### config.mk
export PLATFORM = sky130hd
export DESIGN_NAME = serial_shift_master
export DESIGN_NICKNAME = d
export VERILOG_FILES = /design/src/rtl/serial_shift_pkg.sv /design/src/rtl/serial_shift_master_sclk_phase_timer.sv /design/src/rtl/serial_shift_master.sv
export SDC_FILE = /design/constraint.sdc
export NUM_CORES = 1
export LEC_CHECK = 0
export CAP_MARGIN = 10
export CORE_ASPECT_RATIO = 1.25
export CORE_MARGIN = 5
export CORE_UTILIZATION = 57
export CTS_CLUSTER_SIZE = 8
export DETAILED_ROUTE_END_ITERATION = 8
export GPL_TIMING_DRIVEN = 0
export PLACE_DENSITY = 0.82
export SLEW_MARGIN = 40
export SYNTH_ARGS = -nofsm -noshare
export SYNTH_HDL_FRONTEND = slang
export SYNTH_HIERARCHICAL = 1
export SYNTH_SLANG_ARGS = --single-unit
### constraint.sdc
create_clock -name i_clk -period 5.1 [get_ports i_clk]
set_clock_uncertainty 0.05 [all_clocks]
set_input_delay 1.02 -clock i_clk [delete_from_list [all_inputs] [get_ports i_clk]]
set_output_delay 1.02 -clock i_clk [all_outputs]
set_load 0.1 [all_outputs]
### src/rtl/serial_shift_pkg.sv
// ---------------------------------------------------------------------------
// serial_shift_pkg
// Shared types and constants for serial_shift_master and its phase timer.
//   state_t          : frame sequencer states
//   DEFAULT_DATA_W   : default bits per transfer
//   DEFAULT_CLK_DIV  : default clk cycles per sclk half-phase
//   TRAIL_MULT       : TRAIL phase length in units of CLK_DIV
// ---------------------------------------------------------------------------
package serial_shift_pkg;

    typedef enum logic [2:0] {
        IDLE  = 3'd0,
        SETUP = 3'd1,
        LOW   = 3'd2,
        HIGH  = 3'd3,
        TRAIL = 3'd4
    } state_t;

    localparam int DEFAULT_DATA_W  = 8;
    localparam int DEFAULT_CLK_DIV = 1;
    localparam int TRAIL_MULT      = 2;

endpackage

### src/rtl/serial_shift_master_sclk_phase_timer.sv
// ---------------------------------------------------------------------------
// sclk_phase_timer
// Down-counter that measures how long the sequencer stays in one state.
// Reloaded on every state change; o_phase_end is high in the last cycle of
// the phase.
//   i_clk       : system clock
//   i_rst_n     : asynchronous active-low reset
//   i_load      : reload the counter (state is changing this edge)
//   i_long      : the phase being entered is TRAIL (TRAIL_MULT*CLK_DIV long)
//   o_phase_end : current phase has reached its final cycle
// ---------------------------------------------------------------------------
module sclk_phase_timer
    import serial_shift_pkg::*;
#(
    parameter int CLK_DIV = DEFAULT_CLK_DIV
) (
    input  logic i_clk,
    input  logic i_rst_n,
    input  logic i_load,
    input  logic i_long,
    output logic o_phase_end
);

    localparam int CNT_W = $clog2(TRAIL_MULT * CLK_DIV + 1);
    localparam logic [CNT_W-1:0] SHORT_LOAD = CNT_W'(CLK_DIV - 1);
    localparam logic [CNT_W-1:0] LONG_LOAD  = CNT_W'(TRAIL_MULT * CLK_DIV - 1);

    logic [CNT_W-1:0] r_cnt;

    // Loading N-1 makes the phase last N cycles: the counter reaches zero in
    // the Nth cycle and the sequencer leaves the state on the following edge.
    always_ff @(posedge i_clk or negedge i_rst_n) begin
        if (!i_rst_n) begin
            r_cnt <= '0;
        end else if (i_load) begin
            r_cnt <= i_long ? LONG_LOAD : SHORT_LOAD;
        end else if (r_cnt != '0) begin
            r_cnt <= r_cnt - 1'b1;
        end
    end

    assign o_phase_end = (r_cnt == '0);

endmodule

### src/rtl/serial_shift_master.sv
// ---------------------------------------------------------------------------
// serial_shift_master
// Sequences one framed DATA_W-bit transfer on a serial shift-register port:
// drives sclk (idles high), active-low ce and sin (MSB first) and captures
// sout on each sclk rise. The captured word appears on o_rx_data together
// with the one-cycle o_done pulse.
//   i_clk      : system clock, rising edge
//   i_rst_n    : asynchronous active-low reset
//   i_start    : transfer request, sampled only in IDLE
//   i_tx_data  : word to send, latched when i_start is accepted
//   i_abort    : (ABORT_EN only) cut the frame short into TRAIL
//   o_busy     : frame in progress
//   o_done     : one-cycle end-of-frame pulse
//   o_rx_data  : last captured word, updated with o_done
//   o_sclk     : serial clock to the datapath
//   o_ce       : active-low chip enable to the datapath
//   o_sin      : serial data to the datapath
//   i_sout     : serial data from the datapath
// Optional build macro: ABORT_EN adds the i_abort port.
// ---------------------------------------------------------------------------
module serial_shift_master
    import serial_shift_pkg::*;
#(
    parameter int DATA_W  = DEFAULT_DATA_W,
    parameter int CLK_DIV = DEFAULT_CLK_DIV
) (
    input  logic              i_clk,
    input  logic              i_rst_n,
    input  logic              i_start,
    input  logic [DATA_W-1:0] i_tx_data,
`ifdef ABORT_EN
    input  logic              i_abort,
`endif
    output logic              o_busy,
    output logic              o_done,
    output logic [DATA_W-1:0] o_rx_data,
    output logic              o_sclk,
    output logic              o_ce,
    output logic              o_sin,
    input  logic              i_sout
);

    generate
        if (DATA_W < 2) begin : g_bad_data_w
            $error("serial_shift_master: DATA_W must be at least 2");
        end
        if (CLK_DIV < 1) begin : g_bad_clk_div
            $error("serial_shift_master: CLK_DIV must be at least 1");
        end
    endgenerate

    localparam int BIT_W = $clog2(DATA_W + 1);
    localparam logic [BIT_W-1:0] BIT_LAST = BIT_W'(DATA_W);

    state_t            r_state;
    state_t            w_state_next;
    logic [DATA_W-1:0] r_tx_sr;
    logic [DATA_W-1:0] r_rx_sr;
    logic [DATA_W-1:0] r_rx_data;
    logic [BIT_W-1:0]  r_bit_cnt;
    logic              r_done;
    logic              w_accept;
    logic              w_abort;
    logic              w_phase_end;
    logic              w_load;

`ifdef ABORT_EN
    assign w_abort = i_abort;
`else
    assign w_abort = 1'b0;
`endif

    // Next-state logic. The done cycle is already IDLE, but a start seen in
    // that cycle is refused so consecutive frames always have a ce-high gap.
    always_comb begin
        w_state_next = r_state;
        w_accept     = 1'b0;
        case (r_state)
            IDLE: begin
                if (i_start && !r_done) begin
                    w_accept     = 1'b1;
                    w_state_next = SETUP;
                end
            end
            SETUP: begin
                if (w_abort)          w_state_next = TRAIL;
                else if (w_phase_end) w_state_next = LOW;
            end
            LOW: begin
                if (w_abort)          w_state_next = TRAIL;
                else if (w_phase_end) w_state_next = HIGH;
            end
            HIGH: begin
                if (w_abort) begin
                    w_state_next = TRAIL;
                end else if (w_phase_end) begin
                    // r_bit_cnt already includes the bit sampled entering HIGH
                    w_state_next = (r_bit_cnt < BIT_LAST) ? LOW : TRAIL;
                end
            end
            TRAIL: begin
                if (w_phase_end) w_state_next = IDLE;
            end
            default: w_state_next = IDLE;
        endcase
    end

    // Pin outputs decode straight from the state register so an asynchronous
    // reset returns the port to its idle levels in the same cycle.
    always_comb begin
        o_sclk = 1'b1;
        o_ce   = 1'b1;
        o_busy = 1'b0;
        o_sin  = 1'b0;
        case (r_state)
            SETUP: begin
                o_ce   = 1'b0;
                o_busy = 1'b1;
            end
            LOW: begin
                o_sclk = 1'b0;
                o_ce   = 1'b0;
                o_busy = 1'b1;
                o_sin  = r_tx_sr[DATA_W-1];
            end
            HIGH: begin
                // sin is held through HIGH so it does not move at the sclk rise
                o_ce   = 1'b0;
                o_busy = 1'b1;
                o_sin  = r_tx_sr[DATA_W-1];
            end
            TRAIL: begin
                o_ce   = 1'b0;
                o_busy = 1'b1;
            end
            default: ;
        endcase
    end

    assign o_done    = r_done;
    assign o_rx_data = r_rx_data;

    assign w_load = (w_state_next != r_state);

    sclk_phase_timer #(
        .CLK_DIV (CLK_DIV)
    ) u_phase_timer (
        .i_clk       (i_clk),
        .i_rst_n     (i_rst_n),
        .i_load      (w_load),
        .i_long      (w_state_next == TRAIL),
        .o_phase_end (w_phase_end)
    );

    always_ff @(posedge i_clk or negedge i_rst_n) begin
        if (!i_rst_n) begin
            r_state   <= IDLE;
            r_tx_sr   <= '0;
            r_rx_sr   <= '0;
            r_rx_data <= '0;
            r_bit_cnt <= '0;
            r_done    <= 1'b0;
        end else begin
            r_state <= w_state_next;
            r_done  <= 1'b0;

            if (w_accept) begin
                r_tx_sr   <= i_tx_data;
                r_rx_sr   <= '0;
                r_bit_cnt <= '0;
            end

            // Capture on the edge that raises sclk
            if (r_state == LOW && w_state_next == HIGH) begin
                r_rx_sr   <= {r_rx_sr[DATA_W-2:0], i_sout};
                r_bit_cnt <= r_bit_cnt + 1'b1;
            end

            // Present the next bit only when sclk falls again
            if (r_state == HIGH && w_state_next == LOW) begin
                r_tx_sr <= {r_tx_sr[DATA_W-2:0], 1'b0};
            end

            if (r_state == TRAIL && w_state_next == IDLE) begin
                r_done    <= 1'b1;
                r_rx_data <= r_rx_sr;
            end
        end
    end

endmodule

==> run_results.csv, run 1 <==
group,metric,value,unit
run_status,outcome,"completed",
cts,cts_max_level,2,
layout,layout.nets,187,
place,numPortBuffers,24,
worst_setup_path,reg2reg_to,"u_phase_timer/r_cnt[0]",
route,vias,1223,
floorplan,initial_utilization,60.06,%
synth,synth_area_leaders,"dfrtp_1 (52%), a22o_2 (5.5%), mux2_2 (5.5%)",
worst_setup_path,cp_num_buf_inv,2,
timing,layout_setup_ws,2.217,ns
worst_setup_path,crit_required,4.03,ns
synth,synth_area,0.001625,mm^2
route,drc_errors,0,
job,maxCapViolCount,0,
global_routing,grt_use_total,17.61,%
layout,design_area,0.001926,mm^2
cts,cts_buffers,5,
worst_setup_path,cp_slowest_stage_delay,0.46,ns
floorplan,num_rows,21,
synth,synth_top_area_share,52.35,%
place,pre_cts_slack,2.282,ns
route,antenna_left,0,
min_path,hold_path_class,"flip-flop to flip-flop",
route,viasPerCell,5.880,
layout,fin_util,71.15,%
layout,regArea,850.8,um^2
cts,ctsResizeCount,0,
worst_setup_path,timing.critical_path.from_type,"flip-flop",
floorplan,pin_count,25,
floorplan,die_x,57.76,um
timing,final.period_utilization,56.52,%
timing,rsz0062_at_grt,"no",
timing,setup_viol,0,
worst_setup_path,cp.depth,4,
global_routing,grt_pass1_wl,5.671,mm
layout,fillers,192,
synth,syn_area_per_cell,11.53,um^2
floorplan,coreArea,0.002706,mm^2
layout,area_growth_syn_to_layout,18.48,%
cts,cts_sinks,34,
timing,slew_headroom,67.81,%
cts,root_buffer,"clkbuf_4",
route,drt_iter0_drc,73,
synth,synth_nets,155,
timing,max_freq,0.3469,GHz
global_routing,grt_start_max_net_pins,22,
synth,ys_types,42,
place,gp_congestion,0.7921,
synth,yosysWarnings,6,
min_path,whs_path_depth,1,
layout,drive_above_1_share,33.33,%
worst_setup_path,cp_slowest_cell,"buf_2",
place,placed_area,0.001866,mm^2
worst_setup_path,crit_type,"flip-flop to primary output",
timing,slew_viol_final,0,
place,dp_hpwl,2.326,mm
worst_setup_path,arrival,1.81,ns
min_path,min_to,"r_rx_sr[7]",
floorplan,fp.dieArea,0.004026,mm^2
worst_setup_path,r2r_slack,3.23,ns
cts,post-cts-setup-buffer-count,0,
timing,tns,0,ns
timing,finalHoldViolCount,0,
layout,final_common_cell,"dfrtp_1",
cts,ctsHoldBuffers,0,
global_routing,grt_pass1_vias,1268,
cts,cts_tree,"yes",
cts,clk_pin_slew_worst_paths,0.10,ns
worst_setup_path,r2r_start,"r_state[1]",
timing,fin_crit,2.883,ns
layout,multi_input_area,674.4,um^2
cts,clock_latency,0.33,ns
floorplan,die_h,69.70,um
route,dr.pass1.iters,5,
min_path,min_from,"r_rx_sr[7]",
global_routing,grt_overflow,0,
synth,yosysTopAreaCell,"dfrtp_1",
synth,seq_area_frac_synth,52.35,%
worst_setup_path,cp_max_fo,10,
layout,final_cell_mix,"dfrtp_1 (34), buf_2 (15), nand3_1 (10), o21ai_0 (10), clkdlybuf4s50_1 (10)",
timing,worstMarginPinSlew,0.4829,ns
worst_setup_path,cpLargestDelayFamily,"buffers and inverters",
global_routing,antenna_found_initial,0,
route,wl,3.224,mm
worst_setup_path,r2r_cells,5,
cts,ctsLongestPathBuffers,2,
layout,n_antenna_cell,0,
synth,synth.ff_latch_count,34,
worst_setup_path,cp_cell_sequence,"buf_6, nor2_1, xnor2_1, buf_2",
worst_setup_path,endpoint_kind,"primary output",
route,wl_per_cell,15.50,um
synth,synth_cells,141,
## cell families after synthesis
kind of cell    share of synthesized area [%]
fa+ha+maj                               2.155
simple gates                            15.78
buf+inv                                 6.158
flops                                   52.35
xor+xnor                                1.078
mux                                     6.466
compound gates                          16.01
## flip-flops by register name, indices dropped and copies added, names as in the netlist
signal / count
u_phase_timer/r_cnt: 2
r_tx_sr: 8
r_rx_sr: 8
r_state: 3
r_bit_cnt: 4
o_rx_data: 8
o_done: 1
## final cells by class
class                           instances  area share (%)
Buffer                                 11           4.224
Clock buffer                            7           2.859
Clock inverter                          1          0.2599
Inverter                                5          0.9747
Multi-Input combinational cell         91           35.02
Sequential cell                        34           44.18
Tap cell                               34           2.209
Timing Repair Buffer                   25           10.27
## synth_stat cells
cell type and instances:
mux2_4 1, xor2_1 1, nor2b_1 2, or2_0 1, nand3b_1 2, inv_1 5
and3_2 1, ha_1 2, clkbuf_2 1, a211oi_1 1, nand2_1 5, nor3_1 7
nand3_1 10, nor2_2 1, dfrtp_1 34, and3b_1 1, a21oi_1 1, o21ai_2 1
a31oi_1 8, buf_2 1, nor3b_1 1, o22ai_1 2, o21ai_0 10, clkbuf_1 3
a221o_2 1, nor3b_4 1, a21boi_0 1, or2_2 1, nor2_1 2, and3_1 2
mux2_2 8, or3b_1 1, a22o_2 9, buf_6 4, and4bb_2 1, and2_2 1
o21a_1 1, buf_4 2, xnor2_1 1, nand4b_2 1, a211o_2 1, maj3_1 1
## per-layer routing
layer | up-vias | share of wire (%) | global-route usage (%)
li1 | 579 | - | -
met1 | 602 | 41 | 21.60
met2 | 38 | 52 | 27.14
met3 | 4 | 6.1 | 5.959
met4 | 0 | 0.65 | 8.763
met5 | - | 0 | 0
## per-stage QoR
step	hold WS (ns)	std cells
6_report	0.4508	208
5_1_grt	0.4641	208
4_1_cts	0.4534	208
3_5_place_dp	0.4330	200
3_3_place_gp	0.4354	199
2_1_floorplan	0.4151	141
## worst max path at each step
stage	startpoint	to	slack [ns]
5_1_grt	r_state[1]	o_ce	2.09
3_3_place_gp	r_state[1]	o_ce	1.91
4_1_cts	r_state[1]	o_ce	2.21
3_5_place_dp	i_start	u_phase_timer/r_cnt[0]	2.28
2_1_floorplan	r_state[1]	o_busy	0.81
6_report	r_state[1]	o_ce	2.22
Power of run 1 is not shown: default switching activity piles up to over one toggle a cycle in this logic, so the estimate is an artifact.
==> run 2: changes to the inputs <==
Settings changed: CORE_UTILIZATION 57 to 47, PLACE_DENSITY 0.82 to 0.72.
Clock period 5.1 ns to 2.34 ns, I/O delays scaled along.
==> run 2 against run 1 <==
Against the previous run: via count grew 2.0%; design area grew 3.1%; hold slack lost 0.43 ns; register-to-register slack lost 2.7 ns; highest routed layer unchanged; critical path depth is the same.
==> run_results.csv, run 2 (synthesized netlist as in run 1, its figures left out) <==
group,metric,value,unit
run_status,outcome,"completed",
global_routing,antenna_found_initial,0,
place,numPortBuffers,24,
cts,cts_tree,"yes",
floorplan,initial_utilization,47.48,%
global_routing,grt_use_total,15.13,%
worst_setup_path,timing.critical_path.from_type,"flip-flop",
floorplan,coreArea,0.003423,mm^2
floorplan,fp.dieArea,0.004741,mm^2
worst_setup_path,r2r_cells,7,
cts,ctsHoldBuffers,0,
floorplan,num_rows,24,
min_path,hold_path_class,"input port to asynchronous set/reset pin",
timing,finalHoldViolCount,0,
worst_setup_path,cp_slowest_cell,"buf_2",
cts,ctsLongestPathBuffers,2,
layout,regArea,850.8,um^2
route,vias,1247,
route,viasPerCell,5.854,
layout,drive_above_1_share,34.48,%
route,wl_per_cell,15.96,um
route,drt_iter0_drc,101,
timing,final.period_utilization,95.83,%
global_routing,grt_pass1_vias,1236,
worst_setup_path,cp_num_buf_inv,2,
cts,post-cts-setup-buffer-count,0,
timing,setup_viol,0,
worst_setup_path,reg2reg_to,"r_tx_sr[0]",
cts,root_buffer,"clkbuf_8",
cts,clk_pin_slew_worst_paths,0.07,ns
global_routing,grt_overflow,0,
place,dp_hpwl,2.475,mm
worst_setup_path,cpLargestDelayFamily,"buffers and inverters",
cts,cts_max_level,2,
layout,design_area,0.001984,mm^2
worst_setup_path,arrival,1.72,ns
timing,max_freq,0.4460,GHz
floorplan,die_h,75.75,um
job,maxCapViolCount,0,
worst_setup_path,cp_slowest_stage_delay,0.44,ns
place,gp_congestion,0.8086,
worst_setup_path,r2r_start,"u_phase_timer/r_cnt[0]",
worst_setup_path,cp_cell_sequence,"buf_6, nor2_2, xnor2_4, buf_2",
worst_setup_path,endpoint_kind,"primary output",
layout,multi_input_area,695.7,um^2
worst_setup_path,crit_required,1.82,ns
layout,area_growth_syn_to_layout,22.09,%
cts,clock_latency,0.29,ns
layout,fillers,296,
global_routing,grt_start_max_net_pins,24,
timing,fin_crit,2.242,ns
route,antenna_left,0,
worst_setup_path,crit_type,"flip-flop to primary output",
layout,layout.nets,187,
place,placed_area,0.001891,mm^2
global_routing,grt_pass1_wl,5.761,mm
route,dr.pass1.iters,4,
worst_setup_path,r2r_slack,0.51,ns
layout,final_cell_mix,"dfrtp_1 (34), buf_2 (15), nand3_1 (10), o21ai_0 (10), clkdlybuf4s50_1 (10)",
worst_setup_path,cp_max_fo,10,
floorplan,die_x,62.60,um
cts,cts_sinks,34,
cts,cts_buffers,5,
timing,slew_viol_final,0,
layout,n_antenna_cell,0,
route,drc_errors,0,
timing,worstMarginPinSlew,0.4898,ns
floorplan,pin_count,25,
layout,final_common_cell,"dfrtp_1",
timing,slew_headroom,67.57,%
route,wl,3.400,mm
timing,rsz0062_at_grt,"no",
[run 2: layer usage]
metal	wire [um]	up-vias	part of all wire, %	track usage [%]
li1	-	578	-	-
met1	1374	632	40	17.64
met2	1817	33	53	27.19
met3	178	4	5.2	4.572
met4	30	0	0.88	4.481
met5	0	-	0	0
[run 2: final cells by class]
class	instances	share of cell area, %
inverters	5	0.9458
multi-input cells	91	35.06
clock buffers	7	4.351
clock inverters	1	0.2522
repair buffers	25	9.962
flip-flops and latches	34	42.88
plain buffers	11	4.098
well taps	39	2.459
[run 2: timing repair]
action                                  4_1_cts  5_1_grt
gates resized for setup                       1        0
endpoints found under the hold margin         0        0
endpoints found under the setup margin        2        0
[run 2: per-stage QoR]
stage | util (%) | TNS [ns] | hold WS (ns) | setup slack [ns] | std cells
after floorplan | - | -0.07149 | 0.1224 | -0.07149 | 141
after global placement | 56.47 | -1.159 | 0.4379 | -0.4332 | 204
after detailed placement | 55.23 | 0 | 0.3322 | 0.07158 | 205
after CTS | 57.97 | 0 | 0.02477 | 0.07542 | 213
after global routing | 57.97 | 0 | 0.03007 | 0.02952 | 213
final | 57.97 | 0 | 0.02018 | 0.09766 | 213
[run 2: how the worst max path moves through the flow]
stage,depth (start not counted),slack [ns],from,endpoint
floorplan,4,-0.07,r_state[1],o_busy
global placement,4,-0.43,r_state[1],o_ce
detailed placement,5,0.07,i_start,u_phase_timer/r_cnt[0]
CTS,4,0.08,r_state[1],o_ce
global route,4,0.03,r_state[1],o_ce
finish,4,0.1,r_state[1],o_ce
Power of run 2 is left out for the same reason.
==> run 3: changes to the inputs <==
Settings changed: CTS_CLUSTER_DIAMETER from default to 120.
==> results of run 3 <==
Same layout as run 2: the final DEF is identical, and so are final timing and power.
Power of run 3 is left out for the same reason.
